===== src/rtl/data_mem_responder.sv =====
// data_mem_responder
//   Single-port word memory behind a req/ready/ack handshake with a fixed,
//   parameterised response latency. One access is in flight at a time.
//
//   Parameters
//     DEPTH_WORDS : number of 32-bit words (power of two, 4..1024)
//     LATENCY     : wait cycles between acceptance and response (0..15)
//
//   Ports
//     clk        : rising-edge clock
//     rst_n      : asynchronous active-low reset
//     Mem_req    : initiator requests an access
//     Mem_w      : 1 = write, 0 = read
//     Mem_addr   : byte address
//     Mem_w_data : write data
//     Mem_ready  : high while a new request can be accepted
//     Mem_ack    : one-cycle completion pulse
//     Mem_r_data : read data, valid from the ack cycle until the next ack
//     Mem_err    : access was illegal (misaligned or out of range), with ack
module data_mem_responder #(
  parameter int DEPTH_WORDS = 64,
  parameter int LATENCY     = 2
) (
  input  logic        clk,
  input  logic        rst_n,
  input  logic        Mem_req,
  input  logic        Mem_w,
  input  logic [31:0] Mem_addr,
  input  logic [31:0] Mem_w_data,
  output logic        Mem_ready,
  output logic        Mem_ack,
  output logic [31:0] Mem_r_data,
  output logic        Mem_err
);

  localparam int AW = $clog2(DEPTH_WORDS);

  typedef enum logic [1:0] {
    IDLE = 2'd0,
    WAIT = 2'd1,
    RESP = 2'd2
  } state_t;

  state_t      state;
  state_t      state_next;
  logic [3:0]  cnt;
  logic [3:0]  cnt_next;

  logic        req_w;
  logic [31:0] req_addr;
  logic [31:0] req_wdata;

  logic [31:0] mem [DEPTH_WORDS];
  logic [31:0] r_data_q;

  logic          accept;
  logic          legal;
  logic [AW-1:0] idx;
  logic [31:0]   read_word;

  assign accept = Mem_req && (state == IDLE);

  // Legality is judged on the captured request, so it stays stable for the
  // whole transaction regardless of what the initiator drives meanwhile.
  assign legal = (req_addr[1:0] == 2'b00) &&
                 ({2'b00, req_addr[31:2]} < 32'(DEPTH_WORDS));
  assign idx       = req_addr[AW+1:2];
  assign read_word = legal ? mem[idx] : 32'd0;

  always_comb begin
    state_next = state;
    cnt_next   = cnt;
    case (state)
      IDLE: begin
        if (accept) begin
          cnt_next   = 4'(LATENCY);
          state_next = (LATENCY == 0) ? RESP : WAIT;
        end
      end
      WAIT: begin
        // Leave on the cycle the counter reaches zero, so the ack cycle is
        // the (LATENCY+1)-th cycle after the acceptance edge.
        cnt_next = cnt - 4'd1;
        if (cnt_next == 4'd0) state_next = RESP;
      end
      RESP: state_next = IDLE;
      default: begin
        state_next = IDLE;
        cnt_next   = 4'd0;
      end
    endcase
  end

  // ---- control state ----
  always_ff @(posedge clk or negedge rst_n) begin
    if (!rst_n) begin
      state    <= IDLE;
      cnt      <= 4'd0;
      r_data_q <= 32'd0;
    end else begin
      state <= state_next;
      cnt   <= cnt_next;
      // Latch the read result as RESP ends so it holds until the next ack.
      if (state == RESP && !req_w) r_data_q <= read_word;
    end
  end

  // ---- request capture ----
  always_ff @(posedge clk) begin
    if (accept) begin
      req_w     <= Mem_w;
      req_addr  <= Mem_addr;
      req_wdata <= Mem_w_data;
    end
  end

  // ---- storage ----
  // The write commits on the edge ending RESP; rst_n gates it so a reset
  // held across that edge discards the pending write.
  always_ff @(posedge clk) begin
    if (rst_n && state == RESP && req_w && legal) mem[idx] <= req_wdata;
  end

  assign Mem_ready  = (state == IDLE);
  assign Mem_ack    = (state == RESP);
  assign Mem_err    = (state == RESP) && !legal;
  assign Mem_r_data = (state == RESP && !req_w) ? read_word : r_data_q;

endmodule


===== config.mk =====
export PLATFORM = sky130hd
export DESIGN_NAME = data_mem_responder
export DESIGN_NICKNAME = d
export VERILOG_FILES = /design/src/rtl/data_mem_responder.sv
export SDC_FILE = /design/constraint.sdc
export NUM_CORES = 2
export LEC_CHECK = 0
export CAP_MARGIN = 20
export CORE_ASPECT_RATIO = 1.2
export CORE_MARGIN = 5
export CORE_UTILIZATION = 40
export DETAILED_ROUTE_END_ITERATION = 16
export SYNTH_ARGS = -nofsm -noshare
export SYNTH_HDL_FRONTEND = slang
export SYNTH_SLANG_ARGS = --single-unit

===== constraint.sdc =====
create_clock -name clk -period 20.1 [get_ports clk]
set_input_delay 3.015 -clock clk [delete_from_list [all_inputs] [get_ports clk]]
set_output_delay 3.015 -clock clk [all_outputs]
set_load 0.05 [all_outputs]

# --- Word-level counts from Yosys, hierarchy flattened ---
# Memories as Yosys holds them, arrays and structs flattened. A register that Yosys moved wholly into a read port is not among the register bits.
# Index checks and enable logic that the tools add are counted.
totals:
  regBits: 103
  ram_bits: 2048
  in_bits: 68
  out_inout_bits: 35
  elab_cells: 38
  memories: 1
op_classes:
  n_addsub: 1
  magnitude_cmp: 1
  n_eq_ne: 4
  n_mux: 10
  bitwise_logic: 1
  reduce_logical: 14
mem_list:
  columns: ["memory", "words", "word_bits", "read_ports", "rd_ports_with_merged_regs", "wr", "line", "rtl"]
  rows:
  - ["mem", 64, 32, 1, 1, 1, "53", "logic [31:0] mem [DEPTH_WORDS];"]
ops:
  columns: ["op", "count"]
  rows:
  - ["32-bit 2-to-1 mux", 2]
  - ["30-bit by 7-bit < comparator with 1-bit output (second input constant)", 1]
  - ["4-bit one-hot mux with 3 select lines", 1]
  - ["1-bit logical AND", 7]
  - ["6-bit 2-to-1 mux", 1]
  - ["2-bit zero test", 2]
  - ["4-bit zero test", 1]
  - ["2-bit 2-to-1 mux", 2]
  - ["4-bit 2-to-1 mux", 1]
  - ["2-bit one-hot mux with 2 select lines", 1]
  - ["2-bit AND reduction", 2]
  - ["4-bit by 1-bit subtractor with 4-bit output (second input constant)", 1]
  - ["2-bit by 1-bit == test with 1-bit output (second input constant)", 1]
  - ["2-bit == test (second input constant)", 1]
  - ["1-bit zero test", 2]
  - ["1-bit 2-to-1 mux", 2]
  - ["2-bit by 1-bit != test with 1-bit output (second input constant)", 1]
  - ["2-bit != test (second input constant)", 1]
  - ["1-bit inverter", 1]

# --- Longest topological paths before layout ---
logic_depth:
  word_depth: 6
  mapped_depth: 12
  depth_no_buf: 6

# --- Worst setup path before layout ---
# No wires, ideal clock.
synth_timing:
  path_type: "input to register"
  start: "input port Mem_req"
  end: "register (tool-made name)"
  setup_time_ps: 84
  t_arrival_ps: 8974
  required_ps: 20016
  path_slack_ps: 11042
  stages: 2
  n_path_buf: 0
  cell_sequence: "nor3b_1 > mux2_2"
synth_lines:
  columns: ["element", "line", "rtl"]
  rows:
  - ["start: declaration", "26", "input logic Mem_req,"]

==> results.txt <==
----------------------------------------------------
[Yosys]
  Most frequently used flop master after synthesis ... sky130_fd_sc_hd__edfxtp_1
  Synthesized area per cell ... 21.8 um^2
  Cells taking the most area after synthesis ... sky130_fd_sc_hd__edfxtp_1 77%, sky130_fd_sc_hd__mux4_2 12%, sky130_fd_sc_hd__mux2i_1 3.2%
  Library cells used by synthesis ... between 60 and 70
  Post-synth EDFFs ... 2113
  Total standard cell area after synthesis ... 0.0823 mm^2
  Yosys reg bits ... 2157
  Cell type with the highest aggregate area in the netlist ... sky130_fd_sc_hd__edfxtp_1
  Most frequent cells after synthesis ... 2113 x sky130_fd_sc_hd__edfxtp_1, 426 x sky130_fd_sc_hd__mux4_2, 261 x sky130_fd_sc_hd__mux2i_1
  Net count of the mapped netlist ... 3847
  Most instantiated library cell after synthesis ... sky130_fd_sc_hd__edfxtp_1
  Count of warnings emitted by yosys ... 0
  Number of instances in the synthesized netlist ... 3777
  Share of synthesized registers carrying an async set or reset ... 0.0176
  Seq/Total Area, Yosys ... 0.784
  Area share of the largest cell type after synthesis ... 0.771

[STA]
  Least-Margin Pin Slew ... approximately 1.1 ns
  Final critical-path required period ... 9.39 ns
  Setup_tns ... 0 ns
  Unrepaired setup endpoints after global routing ... false
  Slew headroom ... 0.243
  Post-layout worst setup margin ... about 11 ns
  Final Max Slew Viols ... 0
  Final setup violation count ... 0
  Final hold slack ... 0.501 ns
  Final hold violation count ... 0
  Clk_skew ... 0.0417 ns
  Highest attainable clock frequency ... between 100 and 150 MHz
  Final critical-path share of the clock period ... 0.467

[Min path]
  Worst Min Path Start ... cnt[3]$_DFFE_PN0P_
  HP Class ... register to register

[Placed design]
  Detailed-placement wirelength estimate ... 131 mm
  Worst slack at placement ... 11.51 ns
  Count of buffers inserted at the top-level ports ... 102
  RePlAce Congestion ... 0.802
  Placed insts ... 6491
  Instance area after placement ... 0.0872 mm^2

[Pwr]
  Net switching power figure ... 2.80 mW
  Switch share ... 0.265
  Cell Int Power ... 7.78 mW
  Worst VDD drop ... 100 uV
  Logic pwr share ... 0.169
  Tot Pwr ... about 11 mW
  Leakage ... between 20 and 30 nW
  Ratio of total power to cell area ... 113 mW/mm^2
  Portion of total power attributed to sequential cells ... 0.490
  Clock power frac ... 0.340

[Clock tree]
  Maximum level of the CTS H-tree ... 4
  Clock Tree Buf Depth ... 3
  Clock sinks ... 2157
  Root buffer cell ... sky130_fd_sc_hd__clkbuf_16
  CTS tree ... built
  Clock slew seen by the registers of the worst setup and hold paths ... 0.06 ns
  Number of buffers created by CTS ... 201
  Hold buffer count at CTS ... 0
  Worst skew pair latency ... about 0.86 ns
  Resized cells post-CTS ... 0
  Post-CTS Repair Setup Buffers ... 0

[Critical path]
  Length in cells of the worst reg-to-reg path ... 9
  CP startpoint kind ... register
  Type of the setup path with the least slack ... register to output port
  Arrival @ worst endpoint ... about 6.4 ns
  Reg2reg setup slack ... 15.31 ns
  Capturing element of the worst setup path ... Mem_r_data[11]
  Maximum fanout count along the critical path ... 89
  Worst reg2reg path endpoint ... r_data_q[27]$_DFF_PN0_
  Crit. End Element ... output port
  Data required time at the worst endpoint ... approximately 17 ns

[Drt]
  Number of vias per cell after detailed routing ... 5.97
  Post-route DRC violation count ... 0
  Router iterations before antenna repair ... 5
  Number of antenna-violating nets in the routed design ... 0
  Drt total wl ... between 200 and 250 mm
  Number of vias after detailed routing ... approximately 41000
  Routed wirelength normalized by instance count ... 34.3 um
  DRC violation total after the first TritonRoute iteration ... 4848

[Layout]
  Number of fillers in the final layout ... 17066
  Core occupancy in the finished layout ... 0.455
  Layout cells sized above 1 ... 0.225
  Design area ... approximately 0.093 mm^2
  Final Non-Filler Cells ... between 6000 and 7000
  Area growth from synthesis to layout ... 13.3%
  Final net count ... 4098

[Global routing]
  Initial antenna violation count ... 5
  Overall track demand over capacity in global routing ... 0.217
  Maximum number of pins on one net before global-route repair ... 134
  Via count of the first global-routing pass ... 41636
  Gr ovfl total ... 0
  Wire length of the first global-routing pass ... 327 mm

[Flow run]
  Total of max-cap violations ... 0

[Floorplan]
  Initial Utilization ... 0.402
  Die Ht ... between 500 and 600 um
  Num rows ... between 150 and 200
  Width of the chip ... 424 um
  Number of primary I/O pins ... 103
  Area inside the core boundary ... 0.205 mm^2
  DIE AREA ... 0.215 mm^2

[Status]
  Outcome ... complete, no violations

----------------------------------------------------
==> cells in the final DEF (no fill, tap or decap), drive strengths merged, types with 8 or more instances in the layout <==
cell type	instances
a211oi	27
a21oi	18
a22oi	134
a31oi	13
buf	153
clkbuf	284
clkdlybuf4s50	101
clkinv	71
dfrtp	38
edfxtp	2113
inv	16
mux2	11
mux2i	261
mux4	426
nand2	104
nand2b	11
nand3	76
nand3b	8
nand4	15
nor2	100
nor2b	26
nor3	13
nor4	11
o211ai	8
o21ai	26
o22ai	52
o31ai	8
==> critical path, cell delays in order (launching register included) <==
cell and delay [ns]:
sky130_fd_sc_hd__dfxtp_4 0.65, sky130_fd_sc_hd__buf_12 0.63, sky130_fd_sc_hd__buf_12 0.55, sky130_fd_sc_hd__buf_4 0.68
sky130_fd_sc_hd__mux4_2 0.35, sky130_fd_sc_hd__mux2i_1 0.08, sky130_fd_sc_hd__o22ai_1 0.50, sky130_fd_sc_hd__nor3_1 0.12
sky130_fd_sc_hd__a211oi_2 0.68, sky130_fd_sc_hd__clkdlybuf4s50_1 0.95
==> power by group through the flow <==
stage	combinational, mW	clock (mW)	sequential, mW
3_5_place_dp	1.80	0	5.29
4_1_cts	1.80	3.65	5.19
2_1_floorplan	1.21	0	5.32
5_1_grt	1.89	3.84	5.19
3_3_place_gp	1.79	0	5.28
6_report	1.79	3.60	5.19
==> layer usage <==
layer | track usage | share of wire | vias to the layer above
met1 | 0.283 | 0.38 | 22288
met4 | 0.0815 | 0.041 | 2
met2 | 0.370 | 0.51 | 1918
li1 | - | - | 16371
met3 | 0.0320 | 0.072 | 427
met5 | 0 | 0.000055 | -
==> flip-flops by register name, indices dropped and copies added, names as in the netlist, named ones only <==
name and count:
mem 2048, req_wdata 32, req_addr 32, r_data_q 32
cnt 4, req_w 1, state 2
==> worst min-delay path by stage <==
stage	end	slack [ns]	cells after the start
after floorplan	cnt[3]$_DFFE_PN0P_	0.47	2
after global placement	cnt[3]$_DFFE_PN0P_	0.49	2
after detailed placement	cnt[3]$_DFFE_PN0P_	0.50	2
after CTS	cnt[3]$_DFFE_PN0P_	0.51	2
after global routing	r_data_q[28]$_DFF_PN0_	0.54	2
final	cnt[3]$_DFFE_PN0P_	0.50	2
==> kinds of logic after synthesis <==
family                     count (synthesis)  share of synthesized area
muxes                                    698                      0.150
xor gates and xnor gates                   2                   0.000213
DFF                                     2157                      0.784
AOI/OAI and AO/OA                        315                     0.0271
adders and majority gates                  2                   0.000304
buffers and inverters                    212                     0.0162
and+or+nand+nor                          391                     0.0229
==> cell type report <==
type | instances | area, um^2 | area share
Sequential cell | 2157 | 64500 | 0.692
Multi-Input combinational cell | 1408 | 17000 | 0.182
Clock buffer | 284 | 5460 | 0.0586
Tap cell | 2668 | 3340 | 0.0358
Timing Repair Buffer | 254 | 2260 | 0.0242
Clock inverter | 87 | 646 | 0.00692
Inverter | 6 | 22.5 | 0.000241
Antenna cell | 2 | 5.00 | 0.0000537
Power figures use the tool's default switching activity.
